--- config.mk ---
export PLATFORM = sky130hd
export DESIGN_NAME = paddle_ctrl
export DESIGN_NICKNAME = d
export VERILOG_FILES = /design/src/rtl/paddle_ctrl.sv
export SDC_FILE = /design/constraint.sdc
export NUM_CORES = 1
export LEC_CHECK = 0
export ABC_AREA = 1
export BUFFER_PORTS_ARGS = -buffer_cell sky130_fd_sc_hd__buf_4
export CORE_AREA = 2 2 72 74
export DETAILED_ROUTE_END_ITERATION = 8
export DIE_AREA = 0 0 74 76
export PLACE_DENSITY_LB_ADDON = 0.12
export SYNTH_ARGS = -nofsm -noshare
export SYNTH_HDL_FRONTEND = slang
export SYNTH_SLANG_ARGS = --single-unit
--- constraint.sdc ---
create_clock -name clk_100MHz -period 1.8 [get_ports clk_100MHz]
set_input_delay 0.09 -clock clk_100MHz [delete_from_list [all_inputs] [get_ports clk_100MHz]]
set_output_delay 0.09 -clock clk_100MHz [all_outputs]
set_load 0.01 [all_outputs]
--- src/rtl/paddle_ctrl.sv ---
// paddle_ctrl
//   Converts one player's debounced up/down button levels into a clamped
//   paddle position. A press moves the paddle one step at once; holding the
//   button auto-repeats after a hold delay, paced by an internal game tick.
//   One instance per player, between the button debouncers and the renderer.
//
// Ports
//   clk_100MHz   in   1      system clock
//   reset        in   1      synchronous, active-high
//   up_status    in   1      debounced up button, 1 = pressed
//   down_status  in   1      debounced down button, 1 = pressed
//   enable       in   1      game running; 0 freezes the paddle
//   recenter     in   1      one-cycle pulse, returns pos to POS_INIT
//   pos          out  POS_W  paddle top y coordinate, registered
//   moving       out  1      FSM not in IDLE, registered
//   at_limit     out  1      pos sits at POS_MIN or POS_MAX, registered
//
// FSM states
//   state  | meaning
//   IDLE   | no usable direction held; next held direction steps at once
//   DELAY  | first step taken, waiting DELAY_TICKS ticks for first repeat
//   REPEAT | auto-repeat, one step every REPEAT_TICKS ticks
module paddle_ctrl #(
  parameter int POS_W        = 10,
  parameter int POS_MIN      = 0,
  parameter int POS_MAX      = 416,
  parameter int POS_INIT     = 208,
  parameter int STEP         = 4,
  parameter int TICK_DIV     = 1666667,
  parameter int DELAY_TICKS  = 15,
  parameter int REPEAT_TICKS = 3
) (
  input  logic             clk_100MHz,
  input  logic             reset,
  input  logic             up_status,
  input  logic             down_status,
  input  logic             enable,
  input  logic             recenter,
  output logic [POS_W-1:0] pos,
  output logic             moving,
  output logic             at_limit
);

  localparam int TICK_W = (TICK_DIV > 1) ? $clog2(TICK_DIV) : 1;
  localparam int MAX_T  = (DELAY_TICKS > REPEAT_TICKS) ? DELAY_TICKS : REPEAT_TICKS;
  localparam int RCNT_W = (MAX_T > 1) ? $clog2(MAX_T + 1) : 1;

  // Saturation bounds in POS_W+1 bits so pos-STEP / pos+STEP cannot wrap.
  localparam logic [POS_W:0] UP_FLOOR = (POS_W+1)'(POS_MIN + STEP);
  localparam logic [POS_W:0] DN_CEIL  = (POS_W+1)'(POS_MAX - STEP);
  localparam logic [POS_W:0] STEP_X   = (POS_W+1)'(STEP);

  typedef enum logic [1:0] {IDLE, DELAY, REPEAT} state_t;
  typedef enum logic [1:0] {DIR_NONE, DIR_UP, DIR_DN} dir_t;

  state_t              state, state_nxt;
  dir_t                dir, dir_q;
  logic [TICK_W-1:0]   tick_cnt;
  logic                tick;
  logic [RCNT_W-1:0]   rcnt, rcnt_nxt;
  logic                do_step;
  logic [POS_W-1:0]    pos_nxt;

  function automatic logic [POS_W-1:0] step_pos(input logic [POS_W-1:0] p, input dir_t d);
    logic [POS_W:0] w;
    logic [POS_W:0] r;
    w = {1'b0, p};
    r = w;
    case (d)
      DIR_UP:  r = (w < UP_FLOOR) ? (POS_W+1)'(POS_MIN) : w - STEP_X;
      DIR_DN:  r = (w > DN_CEIL)  ? (POS_W+1)'(POS_MAX) : w + STEP_X;
      default: r = w;
    endcase
    return r[POS_W-1:0];
  endfunction

  // Game tick: free-running divider, independent of enable/recenter.
  assign tick = (tick_cnt == TICK_W'(TICK_DIV - 1));

  always_ff @(posedge clk_100MHz) begin
    if (reset)     tick_cnt <= '0;
    else if (tick) tick_cnt <= '0;
    else           tick_cnt <= tick_cnt + TICK_W'(1);
  end

  // Both buttons pressed cancel out.
  always_comb begin
    dir = DIR_NONE;
    if (up_status && !down_status)      dir = DIR_UP;
    else if (down_status && !up_status) dir = DIR_DN;
  end

  always_ff @(posedge clk_100MHz) begin
    if (reset) dir_q <= DIR_NONE;
    else       dir_q <= dir;
  end

  always_comb begin
    state_nxt = state;
    rcnt_nxt  = rcnt;
    do_step   = 1'b0;
    if (recenter || !enable) begin
      state_nxt = IDLE;
      rcnt_nxt  = '0;
    end else begin
      case (state)
        IDLE: begin
          rcnt_nxt = '0;
          if (dir != DIR_NONE) begin
            do_step   = 1'b1;
            state_nxt = DELAY;
          end
        end
        DELAY, REPEAT: begin
          if (dir == DIR_NONE) begin
            state_nxt = IDLE;
            rcnt_nxt  = '0;
          end else if (dir != dir_q) begin
            // Reversal behaves like a fresh press in the new direction.
            do_step   = 1'b1;
            state_nxt = DELAY;
            rcnt_nxt  = '0;
          end else if (tick) begin
            if ((state == DELAY  && rcnt == RCNT_W'(DELAY_TICKS - 1)) ||
                (state == REPEAT && rcnt == RCNT_W'(REPEAT_TICKS - 1))) begin
              do_step   = 1'b1;
              state_nxt = REPEAT;
              rcnt_nxt  = '0;
            end else begin
              rcnt_nxt = rcnt + RCNT_W'(1);
            end
          end
        end
        default: begin
          state_nxt = IDLE;
          rcnt_nxt  = '0;
        end
      endcase
    end
  end

  always_comb begin
    pos_nxt = pos;
    if (recenter)     pos_nxt = POS_W'(POS_INIT);
    else if (do_step) pos_nxt = step_pos(pos, dir);
  end

  always_ff @(posedge clk_100MHz) begin
    if (reset) begin
      state    <= IDLE;
      rcnt     <= '0;
      pos      <= POS_W'(POS_INIT);
      moving   <= 1'b0;
      at_limit <= 1'b0;
    end else begin
      state    <= state_nxt;
      rcnt     <= rcnt_nxt;
      pos      <= pos_nxt;
      moving   <= (state_nxt != IDLE);
      at_limit <= (pos_nxt == POS_W'(POS_MIN)) || (pos_nxt == POS_W'(POS_MAX));
    end
  end

endmodule

# Word level (Yosys, flattened, before mapping)
# Index checks and enable logic that the tools add are counted.
word_totals:
  register_bits: 41
  input_bits: 6
  output_inout_bits: 12
  elab_cells: 63
op_classes:
  n_addsub: 4
  n_lt_le_gt_ge: 2
  eq_ne: 9
  n_mux: 22
  bitwise: 1
  reduce_logical: 18
ops:
  columns: ["operator", "n"]
  rows:
  - ["10-bit two-way mux", 4]
  - ["21-bit by 1-bit adder with 21-bit output, second input constant", 1]
  - ["21-bit == test, second input constant", 1]
  - ["10-bit case mux with 2 select lines", 1]
  - ["2-bit two-way mux", 8]
  - ["10-bit by 3-bit adder with 10-bit output, second input constant", 1]
  - ["10-bit by 9-bit == test with 1-bit output, second input constant", 1]
  - ["10-bit by 9-bit > comparator with 1-bit output, second input constant", 1]
  - ["10-bit logical NOT", 1]
  - ["10-bit by 3-bit < comparator with 1-bit output, second input constant", 1]
  - ["10-bit by 3-bit subtractor with 10-bit output, second input constant", 1]
  - ["1-bit two-way mux", 6]
  - ["5-bit OR reduction", 1]
  - ["4-bit by 1-bit adder with 4-bit output, second input constant", 1]
  - ["2-bit by 1-bit == test with 1-bit output, second input constant", 2]
  - ["2-bit == test, second input constant", 2]
  - ["4-bit by 2-bit == test with 1-bit output, second input constant", 1]
  - ["4-bit == test, second input constant", 1]
  - ["1-bit logical AND", 4]
  - ["2-bit logical NOT", 2]
  - ["4-bit two-way mux", 1]
  - ["2-bit case mux with 2 select lines", 1]
  - ["2-bit nonzero test", 2]
  - ["2-bit OR reduction", 2]
  - ["5 further kinds", 9]

# Longest topological paths before layout
logic_depth:
  word_depth: 13
  ltp_mapped: 18
  ltp_nobuf: 18

# Worst setup path after synthesis
# OpenSTA, ideal clock, no wires.
synth_path:
  path_type: "flip-flop to flip-flop"
  start: "register pos[2]"
  end: "register at_limit"
  setup_ns: 0.064
  arrival_time_ns: 1.710
  t_required_ns: 1.736
  setup_slack_ns: 0.026
  path_stages_with_launch: 16
  path_buffers: 0
  synth_period_minus_slack_ns: 1.774
  cell_sequence: "dfxtp_1 > inv_1 > ha_1 > nand3_1 > nor2_1 > nand2_1 > nand2_2 > inv_2 > or2_0 > nand2_1 > nand3_1 > nand2_1 > nor2_1 > nor2_1 > nand3_1 > nor2_1"
synth_between:
  elab_chain_len: 7
  elab_cells_between_ends: 12
  classes_between: "add/sub: 2; order compare: 2; eq/ne: 1; mux: 5; reduce/logical: 2"
synth_rtl:
  columns: ["element", "line_no", "source"]
  rows:
  - ["from (decl)", "39", "output logic [POS_W-1:0] pos,"]
  - ["from (signal assigned)", "152", "pos <= POS_W'(POS_INIT);"]
  - ["from (signal assigned)", "158", "pos <= pos_nxt;"]
  - ["10-bit by 3-bit adder with 10-bit output, or another cell as far along", "71", "DIR_DN: r = (w > DN_CEIL) ? (POS_W+1)'(POS_MAX) : w + STEP_X;"]
  - ["10-bit two-way mux, on equally long branches", "71, 70", null]
  - ["10-bit case mux with 2 select lines", "69", "case (d)"]
  - ["10-bit two-way mux *", "145", "else if (do_step) pos_nxt = step_pos(pos, dir);"]
  - ["10-bit two-way mux *", "144", "if (recenter) pos_nxt = POS_W'(POS_INIT);"]
  - ["10-bit by 9-bit == test with 1-bit output / 10-bit logical NOT (equally long branches)", "160", "at_limit <= (pos_nxt == POS_W'(POS_MIN)) || (pos_nxt == POS_W'(POS_MAX));"]
  - ["1-bit logical OR *", "160", null]
  - ["to (signal assigned)", "160", null]
  - ["to (decl)", "41", "output logic at_limit"]
# Mark *: on every way between the ends. The rest lies on a longest branch, timed or not.
# A chain may end at the register's enable or synchronous reset.

# Worst setup path after layout
layout_path:
  start: "register tick_cnt[0]"
  end: "register tick_cnt[20]"
layout_between:
  elab_chain_len: 2
  elab_cells_between_ends: 3
  classes_between: "add/sub: 1; eq/ne: 1; reduce/logical: 1"
layout_rtl:
  columns: ["element", "line_no", "source"]
  rows:
  - ["from (decl)", "58", "logic [TICK_W-1:0] tick_cnt;"]
  - ["from (signal assigned)", "83", "else tick_cnt <= tick_cnt + TICK_W'(1);"]
  - ["branches (longest 2 deep; another with 21-bit by 1-bit adder with 21-bit output)", null, null]
# Parallel ways; which one is timed is not known.

==> metrics <==
outcome complete, but fails checks; violated checks setup timing; Total Routed Length 6420 um; final worst slack -74.3 ps; Mapped Cells around 380; worst endpoint required time 2020 ps; Final Max Tran Viols 0; FILL cells 375; worst-skew pair later-pin latency ~290 ps; RD Place Congestion 0.936; Distinct cells, synth 29; syn_nets 394; Rel. slew slack 83.9%; Crit-path slowest cell dfxtp_4; crit path max fanout 3; Synth Cell Area 2510 um2; min-delay src reset; placed cell count 518; most frequent cells in the layout 89 x buf_4, 53 x nand2_1, 44 x nor2_1; Leakage 1.66 nW; fin area about 3700 um2; final worst path period need 1870 ps; Worst-Margin Slew approximately 240 ps; die area 5620 um2; DR iter-0 viols 136; Layout Cells excl Fill 542; Initial Util 51.1%; Routed Antenna Nets 0; via count 2688; CP endpoint kind register; Overall Power 1.90 mW; share of layout cells above drive strength 1 39.2%; CP Launch Type register; number of remaining DRC errors 0; Num CTS Buffers 5; crit path from tick_cnt[0]; most used cell, CP nand2_2; Die X-Extent 74 um; global-route wire length before repair 10600 um; Setup Skew 3.95 ps; Tcrit/Tclk final 104%; die height about 76 um; GRT Util Overall 23.7%; WHS approximately 94 ps; Syn. warnings 0; Clock Sinks 41; PortBufs 17; CP peak stage delay 390 ps; critical-path cell list ha_4 > nand2_2 > inv_2 > nand2_4 > nor4_4 > nand2_2 > nor2_4 > nand2_2 > nor2_2 > nand4_1 > or2_0 > a21oi_1; gr ovfl total 0; DR vias/cell 4.96; Setup violations, final 5; VDD IR-drop max 0.417 mV; register area share after synthesis between 30% and 40%; first drt pass iteration count 4; I/O pin total 18; P per Cell Area ~520 nW/um2; Fin. Hold Viols 0; clock root cell clkbuf_8; total inserted antenna cells 0; setup slack at placement -164 ps; H-Tree Depth 2; Final TNS setup -186 ps; R2R Path Start tick_cnt[0]; synthesized area per cell approximately 6.7 um2; Area after DPL 3180 um2; initial antenna violation count 0; unrepaired setup endpoints after global routing yes; maxcap violations 0; fin util 75.2%; CTS tree done; commonest non-fill, non-tap cell in the layout buf_4; Worst-path clk slew ~80 ps; Cell Rows 26; final net count 490; post-DP HPWL 4620 um; worst hold path type input port to register; Synth Register Bits 41; CTS Buffer Depth 2; WL/cell 11.8 um; vias in the first global route 2504; Fmax achieved 534 MHz; core region area 4910 um2; Synth-to-Final Area Change 47.1%; Arrival @ worst endpoint 2100 ps; Setup CP Type register to register; largest net degree at the start of global routing 19
final cells by class:
class                      instances  area, um2  area share [%]
tap                               70       87.6            2.37
clock buffer                       7       96.3            2.61
clock inverter                     1       5.00           0.135
multi-input combinational        275       1720            46.5
sequential                        41        837            22.7
inverter                          52        198            5.35
timing repair buffer              96        754            20.4
metal layers:
layer | track usage [%] | routed length (um)
met3 | 4.76 | 149
met2 | 40.9 | 3340
met5 | 0 | 0
met4 | 8.91 | 94
met1 | 28.4 | 2830
Yosys cell counts:
| master | n | area (um2) |
|---|---|---|
| nand4_1 | 14 | 87.6 |
| ha_1 | 13 | 163 |
| nor4_4 | 1 | 21.3 |
| nor2_4 | 1 | 11.3 |
| a211oi_1 | 2 | 15.0 |
| nor2_2 | 3 | 18.8 |
| or2_2 | 2 | 12.5 |
| xor2_1 | 7 | 61.3 |
| clkbuf_1 | 3 | 11.3 |
| nand2_1 | 69 | 259 |
| inv_1 | 45 | 169 |
| dfxtp_1 | 41 | 821 |
| buf_6 | 1 | 11.3 |
| nand3b_4 | 1 | 20.0 |
| a21oi_1 | 23 | 115 |
| nor2_1 | 55 | 206 |
| nor3_2 | 2 | 20.0 |
| o21ai_0 | 14 | 70.1 |
| nand3_2 | 2 | 20.0 |
| xnor2_1 | 2 | 17.5 |
| or2_0 | 5 | 31.3 |
| nand3_1 | 32 | 160 |
| a21boi_0 | 1 | 7.51 |
| inv_2 | 6 | 22.5 |
| buf_2 | 3 | 15.0 |
| clkinv_1 | 1 | 3.75 |
| nor3_1 | 18 | 90.1 |
| nand2_2 | 7 | 43.8 |
| o21a_1 | 1 | 7.51 |
power breakdown:
part / total (mW) / internal, mW / switching, mW / leakage, nW
sequential: 0.940 / 0.920 / 0.0195 / 0.336
combinational: 0.290 / 0.137 / 0.153 / 1.27
clock: 0.675 / 0.347 / 0.328 / 0.0542
critical path: cells and delay by family (launching register included):
kind | cells | cell delay (ps)
AO/OA/AOI/OAI | 1 | 150
buffers and inverters | 1 | 90
flip-flops | 1 | 390
adder cells (fa/ha/maj) | 1 | 140
AND/OR/NAND/NOR | 9 | 1020
final timing paths:
check / endpoint / slack, ps / cells after the start
max: tick_cnt[20] / -70 / 12
min: pos[5] / 90 / 2
max reg2reg: tick_cnt[20] / -70 / 12
min reg2reg: tick_cnt[4] / 490 / 2
logic make-up after synthesis:
kind of cell / count (synthesis) / share of synthesized area [%]
AOI/OAI and AO/OA: 41 / 8.57
xor gates and xnor gates: 9 / 3.14
adders and majority gates: 13 / 6.47
buffers and inverters: 59 / 9.26
DFF: 41 / 32.7
and+or+nand+nor: 212 / 39.9
flip-flops by register name, indices dropped and copies added, names as in the netlist:
register  flops
pos          10
tick_cnt     21
state         2
dir_q         2
rcnt          4
moving        1
at_limit      1
what timing repair did:
action | CTS | global route
pin swaps | 15 | 21
hold buffers | 1 | 0
resized for setup | 22 | 65
hold endpoints to repair | 1 | 0
setup endpoints to repair | 12 | 24
setup buffers | 7 | 11
Note: power is estimated with default switching activity, not from simulation.
